--- config.mk ---
export PLATFORM = sky130hd
export DESIGN_NAME = move_sequencer
export DESIGN_NICKNAME = d
export VERILOG_FILES = /design/src/rtl/puzzle_pkg.sv /design/src/rtl/move_legality.sv /design/src/rtl/move_sequencer.sv
export SDC_FILE = /design/constraint.sdc
export NUM_CORES = 1
export LEC_CHECK = 0
export ABC_AREA = 1
export CELL_PAD_IN_SITES_DETAIL_PLACEMENT = 1
export CELL_PAD_IN_SITES_GLOBAL_PLACEMENT = 1
export CORE_UTILIZATION = 35
export CTS_CLUSTER_SIZE = 16
export DETAILED_ROUTE_END_ITERATION = 10
export GPL_TIMING_DRIVEN = 0
export PLACE_DENSITY = 0.88
export SLEW_MARGIN = 20
export SYNTH_ARGS = -nofsm -noshare
export SYNTH_HDL_FRONTEND = slang
export SYNTH_SLANG_ARGS = --single-unit
--- constraint.sdc ---
create_clock -name clk -period 4.74 [get_ports clk]
set_input_delay 0.474 -clock clk [delete_from_list [all_inputs] [get_ports clk]]
set_output_delay 0.474 -clock clk [all_outputs]
set_load 0.02 [all_outputs]
--- src/rtl/puzzle_pkg.sv ---
// Shared constants for the 8-puzzle move sequencer: register-file map,
// direction encoding and the sequencer state enumeration.
package puzzle_pkg;

  localparam int BOARD_BASE = 0;
  localparam int IDEAL_BASE = 9;
  localparam int SLIDE_ADDR = 27;
  localparam int SPACE_ADDR = 29;

  // Direction in which the blank tile travels.
  localparam logic [1:0] DIR_UP    = 2'd0;
  localparam logic [1:0] DIR_DOWN  = 2'd1;
  localparam logic [1:0] DIR_LEFT  = 2'd2;
  localparam logic [1:0] DIR_RIGHT = 2'd3;

  typedef enum logic [2:0] {
    ST_SCAN,
    ST_IDLE,
    ST_CALC,
    ST_MOVE,
    ST_CLEAR,
    ST_SPACE,
    ST_COUNT,
    ST_CHECK
  } state_t;

endpackage

--- src/rtl/move_legality.sv ---
// Combinational target/legality calculation for moving the blank tile
// on a 3x3 board stored row-major in cells 0..8.
module move_legality
  import puzzle_pkg::*;
(
  input  logic [3:0] i_s,
  input  logic [1:0] i_dir,
  output logic [3:0] o_t,
  output logic       o_legal
);

  logic [3:0] w_col;

  assign w_col = i_s % 4'd3;

  // Edge columns and rows forbid moves that would leave the board.
  always_comb begin
    o_t     = i_s;
    o_legal = 1'b0;
    case (i_dir)
      DIR_UP: begin
        o_t     = i_s - 4'd3;
        o_legal = (i_s >= 4'd3);
      end
      DIR_DOWN: begin
        o_t     = i_s + 4'd3;
        o_legal = (i_s <= 4'd5);
      end
      DIR_LEFT: begin
        o_t     = i_s - 4'd1;
        o_legal = (w_col != 4'd0);
      end
      DIR_RIGHT: begin
        o_t     = i_s + 4'd1;
        o_legal = (w_col != 4'd2);
      end
    endcase
  end

endmodule

--- src/rtl/move_sequencer.sv ---
// 8-puzzle move sequencer: finds the blank, executes slide commands through
// an external register file and reports whether the board matches the goal.
module move_sequencer
  import puzzle_pkg::*;
#(
  parameter int DW = 17,
  parameter int AW = 5
) (
  input  logic          clk,
  input  logic          rst_n,
  input  logic          cmd_valid,
  input  logic [1:0]    cmd_dir,
  output logic          cmd_ready,
  output logic          busy,
  output logic          done,
  output logic          illegal,
  output logic          solved,
  output logic          fault,
  output logic [AW-1:0] rf_src0,
  output logic [AW-1:0] rf_src1,
  output logic [AW-1:0] rf_dst,
  output logic          rf_we,
  output logic [DW-1:0] rf_wdata,
  input  logic [DW-1:0] rf_data0,
  input  logic [DW-1:0] rf_data1
);

  state_t     r_state;
  logic [3:0] r_idx;
  logic [1:0] r_dir;
  logic [3:0] r_s;
  logic [3:0] r_t;
  logic       r_fromMove;
  logic       r_match;
  logic       r_done;
  logic       r_illegal;
  logic       r_solved;
  logic       r_fault;

  logic [3:0]    w_t;
  logic          w_legal;
  logic          w_ready;
  logic          w_scanHit;
  logic          w_pairMatch;
  logic          w_lastIdx;
  logic [AW-1:0] w_src0;
  logic [AW-1:0] w_src1;
  logic [AW-1:0] w_dst;
  logic          w_we;
  logic [DW-1:0] w_wdata;

  move_legality u_legality (
    .i_s    (rf_data0[3:0]),
    .i_dir  (r_dir),
    .o_t    (w_t),
    .o_legal(w_legal)
  );

  assign w_ready     = (r_state == ST_IDLE) && !r_fault;
  assign w_scanHit   = (rf_data0 == '0);
  assign w_pairMatch = (rf_data0 == rf_data1);
  assign w_lastIdx   = (r_idx == 4'd8);

  always_ff @(posedge clk) begin
    if (!rst_n) begin
      r_state    <= ST_SCAN;
      r_idx      <= 4'd0;
      r_dir      <= DIR_UP;
      r_s        <= 4'd0;
      r_t        <= 4'd0;
      r_fromMove <= 1'b0;
      r_match    <= 1'b0;
      r_done     <= 1'b0;
      r_illegal  <= 1'b0;
      r_solved   <= 1'b0;
      r_fault    <= 1'b0;
    end else begin
      r_done    <= 1'b0;
      r_illegal <= 1'b0;
      case (r_state)
        ST_SCAN: begin
          if (w_scanHit) begin
            r_idx      <= 4'd0;
            r_match    <= 1'b1;
            r_fromMove <= 1'b0;
            r_state    <= ST_CHECK;
          end else if (w_lastIdx) begin
            r_idx   <= 4'd0;
            r_fault <= 1'b1;
            r_state <= ST_IDLE;
          end else begin
            r_idx <= r_idx + 4'd1;
          end
        end
        ST_IDLE: begin
          if (cmd_valid && w_ready) begin
            r_dir   <= cmd_dir;
            r_state <= ST_CALC;
          end
        end
        ST_CALC: begin
          r_s <= rf_data0[3:0];
          r_t <= w_t;
          if (w_legal) begin
            r_state <= ST_MOVE;
          end else begin
            r_illegal <= 1'b1;
            r_state   <= ST_IDLE;
          end
        end
        ST_MOVE:  r_state <= ST_CLEAR;
        ST_CLEAR: r_state <= ST_SPACE;
        ST_SPACE: r_state <= ST_COUNT;
        ST_COUNT: begin
          r_idx      <= 4'd0;
          r_match    <= 1'b1;
          r_fromMove <= 1'b1;
          r_state    <= ST_CHECK;
        end
        // Only a check that closes a move reports done; the post-scan one is silent.
        ST_CHECK: begin
          if (w_lastIdx) begin
            r_solved <= r_match && w_pairMatch;
            r_done   <= r_fromMove;
            r_idx    <= 4'd0;
            r_state  <= ST_IDLE;
          end else begin
            r_match <= r_match && w_pairMatch;
            r_idx   <= r_idx + 4'd1;
          end
        end
        default: r_state <= ST_SCAN;
      endcase
    end
  end

  always_comb begin
    w_src0  = '0;
    w_src1  = '0;
    w_dst   = '0;
    w_we    = 1'b0;
    w_wdata = '0;
    case (r_state)
      ST_SCAN: begin
        w_src0 = AW'(BOARD_BASE) + AW'(r_idx);
        if (w_scanHit) begin
          w_we    = 1'b1;
          w_dst   = AW'(SPACE_ADDR);
          w_wdata = DW'(r_idx);
        end
      end
      ST_CALC: w_src0 = AW'(SPACE_ADDR);
      ST_MOVE: begin
        w_src0  = AW'(BOARD_BASE) + AW'(r_t);
        w_dst   = AW'(BOARD_BASE) + AW'(r_s);
        w_we    = 1'b1;
        w_wdata = rf_data0;
      end
      ST_CLEAR: begin
        w_dst = AW'(BOARD_BASE) + AW'(r_t);
        w_we  = 1'b1;
      end
      ST_SPACE: begin
        w_dst   = AW'(SPACE_ADDR);
        w_we    = 1'b1;
        w_wdata = DW'(r_t);
      end
      ST_COUNT: begin
        w_src0  = AW'(SLIDE_ADDR);
        w_dst   = AW'(SLIDE_ADDR);
        w_we    = 1'b1;
        w_wdata = rf_data0 + DW'(1);
      end
      ST_CHECK: begin
        w_src0 = AW'(BOARD_BASE) + AW'(r_idx);
        w_src1 = AW'(IDEAL_BASE) + AW'(r_idx);
      end
      default: ;
    endcase
  end

  // Gating with rst_n drops writes and handshakes the moment reset asserts,
  // even before the synchronous reset edge arrives.
  assign rf_src0   = w_src0;
  assign rf_src1   = w_src1;
  assign rf_dst    = w_dst;
  assign rf_we     = w_we && rst_n;
  assign rf_wdata  = w_wdata;
  assign cmd_ready = w_ready && rst_n;
  assign busy      = (r_state != ST_IDLE) && rst_n;
  assign done      = r_done;
  assign illegal   = r_illegal;
  assign solved    = r_solved;
  assign fault     = r_fault;

endmodule

# --- After elaboration in Yosys (flattened, before gate mapping) ---
# Index checks and enable logic that the tools add are counted.
classes:
  n_addsub: 7
  n_lt_le_gt_ge: 2
  multipliers: 0
  bitwise: 1
  shift: 0
  muxes: 24
  reduce_logical: 22
  eq_ne: 17
  div_mod_pow: 1
ops:
  columns: ["cell", "n"]
  rows:
  - ["17-bit case mux with 4 select lines", 1]
  - ["5-bit case mux with 5 select lines", 1]
  - ["3-bit case mux with 8 select lines", 1]
  - ["5-bit case mux with 4 select lines", 1]
  - ["17-bit by 1-bit adder with 17-bit output, second input constant", 1]
  - ["17-bit equality test", 1]
  - ["17-bit logical NOT", 1]
  - ["4-bit case mux with 4 select lines", 1]
  - ["3-bit equality test, second input constant", 4]
  - ["4-bit two-way mux", 3]
  - ["4-bit case mux with 3 select lines", 1]
  - ["5-bit two-way mux", 2]
  - ["3-bit two-way mux", 3]
  - ["3-bit AND reduction", 3]
  - ["4-bit by 1-bit adder with 4-bit output, second input constant", 2]
  - ["2-bit AND reduction", 4]
  - ["3-bit by 2-bit equality test with 1-bit output, second input constant", 2]
  - ["1-bit logical AND", 6]
  - ["4-bit by 4-bit adder with 5-bit output, first input constant", 1]
  - ["1-bit two-way mux", 5]
  - ["4-bit by 2-bit adder with 4-bit output, second input constant", 1]
  - ["2-bit equality test, second input constant", 2]
  - ["4-bit equality test, second input constant", 1]
  - ["4-bit by 2-bit greater-or-equal comparator with 1-bit output, second input constant", 1]
  - ["23 further kinds", 25]
word_totals:
  rom_bits: 0
  wordCells: 85
  ram_bits: 0
  latch_bits: 0
  memories: 0
  ff_bits: 23
  out_inout_bits: 39

# --- Longest topological paths before layout ---
depth:
  word_depth: 5
  mapped_depth: 20
  depth_no_buf: 20

# --- By module ---
# Synthesis repeated with hierarchy kept, for this count alone.
unflattened:
  hier_cells: 472
  area_unflattened_um2: 2678.8
by_module_without_submodules:
  columns: ["mod", "cells_each", "n_inst", "area_per_inst_um2", "seq_area_each_um2"]
  rows:
  - ["move_sequencer", 385, 1, 2170.8, 460.4]
  - ["move_legality", 87, 1, 508.0, 0.0]

# --- Least setup slack after synthesis ---
# Ideal clock, no wire load.
synth_timing:
  path_type: "input to output"
  from: "input port rf_data0[0]"
  to: "output port rf_wdata[0]"
  slack_ps: 2265
  path_buffers: 1
  t_required_ps: 4266
  path_stages: 7
  arrival_time_ps: 2001
  path_cell_list: "buf_4 inv_1 ha_1 nand4_1 nor3_1 nand3_1 o21ai_0"
synth_between:
  elab_chain_cells: 3
  elab_cells_between_ends: 4
  classes_between: "1 x add/sub; 2 x mux; 1 x reduce/logical"
synth_rtl:
  columns: ["item", "line", "text"]
  rows:
  - ["start, declared", "move_sequencer.sv:24", "input logic [DW-1:0] rf_data0,"]
  - ["branches (longest 2 deep; another with 17-bit by 1-bit adder with 17-bit output)", null, null]
  - ["17-bit case mux with 4 select lines *", "move_sequencer.sv:143", "case (r_state)"]
  - ["end, declared", "move_sequencer.sv:23", "output logic [DW-1:0] rf_wdata,"]
# Every way passes the cells marked *.

# --- Worst setup path in the final report ---
layout_timing:
  from: "input port rf_data0[1]"
  to: "output port rf_wdata[0]"
layout_between:
  elab_chain_cells: 3
layout_rtl:
  columns: ["item", "line", "text"]
  rows:
  - ["17-bit logical NOT", "move_sequencer.sv:60", "assign w_scanHit = (rf_data0 == '0);"]
  - ["4-bit two-way mux", "move_sequencer.sv:146", "if (w_scanHit) begin"]
  - ["17-bit case mux with 4 select lines", "move_sequencer.sv:143", null]
# Every way passes these cells.

==> impl_metrics.json <==
{
  "fin_setup_tns_ps": 0,
  "synth_largest_area_cell": "dfxtp_1",
  "cts-buffers-inserted": 3,
  "p_per_area_nw_per_um2": 165,
  "synth_compound_area_share_pct": 21.8,
  "synth_top_family_by_area": "simple AND/OR/NAND/NOR gates",
  "multi_input_area_sq_um": 1720,
  "postCtsHoldBufs": 0,
  "syn_nets": 449,
  "final_core_util_pct": 50.1,
  "syn_area_sq_um": 2510,
  "total_power_uw": 567,
  "ir_drop_uv": 127,
  "hold_end": "done$_SDFF_PN0_",
  "num_vias": 3005,
  "crit_path_start_kind": "input port",
  "ys_top_cells_by_area": "dfxtp_1, nand2_1, inv_1, nor2_1, a21oi_1",
  "grt_pass1_wl_mm": 14.2,
  "die_width_um": 86.7,
  "antenna_found_initial": 0,
  "io_buffer_count": 76,
  "crit_slowest_cell": "clkdlybuf4s50_1",
  "rr_worst_depth": 9,
  "drc": 0,
  "yosys.area_share.simple_pct": 34.8,
  "finalHoldViolations": 0,
  "final-max-slew-violation-count": 0,
  "grt_setup_unrepaired": "false",
  "status": "finished clean",
  "synth_fa_ha_area_share_pct": 6.27,
  "cts_sinks": 23,
  "ctsResizeCount": 0,
  "vias_per_cell": 5.24,
  "yosysSeqAreaShare_pct": 18.3,
  "hp-class": "reg2reg",
  "dieHeight_um": 86.7,
  "synth_top_cell_area_share_pct": 18.3,
  "grt_pass1_vias": 3077,
  "grt-ovfl-total": 0,
  "critPathCaptureType": "output pin",
  "worstReg2RegStart": "r_state[2]$_SDFFE_PN0P_",
  "setup_viol": 0,
  "wirelength_mm": 8.78,
  "synthMuxAreaShare_pct": 0,
  "root_buffer": "clkbuf_8",
  "cts_tree": "yes",
  "critPathTopFamily": "buffers and inverters",
  "ys_types": 45,
  "row_count": 30,
  "post-route-period-util_pct": 88.2,
  "drt-initial-drc-count": 82,
  "io_pins": 78,
  "power.leakage_uw": 0.00146,
  "hp-start": "r_fromMove$_SDFFE_PN0P_",
  "critPathArrivalTime_ps": 3710,
  "critPathKind": "in2out",
  "clk_pin_slew_worst_paths_ps": 80,
  "timing.rr.end": "r_match$_SDFFE_PN0P_",
  "final_nets": 530,
  "worstPathMaxFanout": 10,
  "worstPathCellList": "clkdlybuf4s50_1 > inv_1 > ha_1 > nand4_1 > nor3_1 > nand3_1 > o21ai_0 > clkdlybuf4s50_1",
  "area_growth_pct": 36.8,
  "crit_path_max_incr_delay_ps": 670,
  "fillCellCount": 937,
  "seq_area_sq_um": 460,
  "slew_headroom_pct": 62.7,
  "place_congestion": 0.846,
  "cts.htree.levels": 1,
  "dp_hpwl_mm": 7.14,
  "cp_common_cell": "clkdlybuf4s50_1",
  "dr.pass1.iters": 4,
  "dieArea_sq_um": 7520,
  "wire_per_inst_um": 15.3,
  "synth_seq_cells": 23,
  "critPathBufInv": 3,
  "worstHoldPathCells": 2,
  "rrSetupSlack_ps": 2950,
  "ant_nets": 0,
  "syn_area_per_cell_sq_um": 6.32,
  "synth_edf_count": 0,
  "fin_skew_ps": 1.22,
  "core-area_sq_um": 6870,
  "initial_core_util_pct": 36.6,
  "async_reset_ff_share_pct": 0,
  "synth_xor_area_share_pct": 5.57,
  "final_common_cell": "clkdlybuf4s50_1",
  "fmax_mhz": 239,
  "grt_usage_pct": 23.6,
  "final_cell_mix": "clkdlybuf4s50_1, nand2_1, inv_1, nor2_1, a21oi_1",
  "clock_latency_ps": 270,
  "drv_cap": 0,
  "tightest_slew_ps": 559,
  "grt_max_degree": 13,
  "synth_ff_type": "dfxtp_1",
  "syn_inst": 398,
  "fin_crit_ps": 4180,
  "final_layout_size_suffix_gt1_share_pct": 9.83,
  "crit_required_ps": 4270,
  "post_cts_buffers": 0,
  "cts_buffer_depth": 2,
  "diodes": 0,
  "synth_warnings": 0
}
-- final cells by class --
cell class	instances	share of cell area [%]
Buffer	10	1.75
Clock buffer	4	1.31
Inverter	73	7.97
Multi-Input combinational cell	292	50.0
Sequential cell	23	13.4
Tap cell	96	3.49
Timing Repair Buffer	76	22.1
-- power by group --
part / internal (uW) / total (uW) / switching [uW] / leakage, uW
registers: 204 / 217 / 12.8 / 0.000186
logic: 96.7 / 224 / 127 / 0.00126
clock network: 60.1 / 125 / 65.1 / 0.0000228
-- worst max-delay path by stage --
stage,from,end,slack (ps),cells after the start
2_1_floorplan,rf_data0[0],rf_wdata[0],2270,7
3_3_place_gp,rf_data0[1],rf_wdata[1],780,8
3_5_place_dp,rf_data0[1],rf_wdata[1],670,8
4_1_cts,rf_data0[1],rf_wdata[2],620,8
5_1_grt,rf_data0[1],rf_wdata[0],400,8
6_report,rf_data0[1],rf_wdata[0],560,8
-- sequential cells by signal, indices dropped and copies added (netlist names) --
signal and cells:
solved 1, r_idx 4, fault 1, r_dir 2, r_fromMove 1, r_t 4
illegal 1, r_s 4, r_state 3, r_match 1, done 1
-- worst min-delay path: cells and delay by family (launching register included) --
kind | cells | cell delay, ps
flip-flops | 1 | 310
AND/OR/NAND/NOR | 2 | 130
-- cells in the mapped netlist (2+ instances only) --
cell / number
nor4_1: 2
clkbuf_1: 4
o211ai_1: 5
nor2_4: 6
ha_1: 11
nand2_1: 75
o221ai_1: 5
a221o_1: 2
nor2_1: 39
o22ai_1: 6
a211oi_1: 2
o2111ai_1: 2
or2_2: 3
inv_1: 64
nand3_4: 2
nand2_2: 4
dfxtp_1: 23
xnor2_1: 2
xor2_1: 14
buf_6: 2
inv_2: 9
a21oi_1: 29
nor3_1: 4
or3_1: 2
nand4_1: 5
nor2_2: 2
o21ai_0: 21
nand3_1: 26
o21ai_1: 3
a21oi_2: 3
buf_2: 3
nand3_2: 3
a31oi_1: 3
-- stage by stage --
step                      hold slack [ps]  instances  cell area [sq um]  setup slack [ps]
after global routing                  503        574               3440               396
after floorplan                       425        398               2510              2270
after global placement                460        570               3390               777
after detailed placement              465        570               3390               674
after CTS                             480        574               3440               623
final                                 476        574               3440               561
-- routing by layer --
layer	vias up	GRT usage, %	wire (um)
li1	1475	-	-
met1	1427	28.8	3900
met2	87	43.3	4310
met3	16	2.29	388
met4	0	7.73	186
met5	-	0	0
-- kinds of logic (layout without fill, tap and decap cells) --
family | after synthesis | after routing
AO/OA/AOI/OAI | 88 | 88
XOR/XNOR | 16 | 16
adder cells (fa/ha/maj) | 12 | 12
buffers and inverters | 83 | 163
flip-flops | 23 | 23
AND/OR/NAND/NOR | 176 | 176
Power figures use the tool's default switching activity.
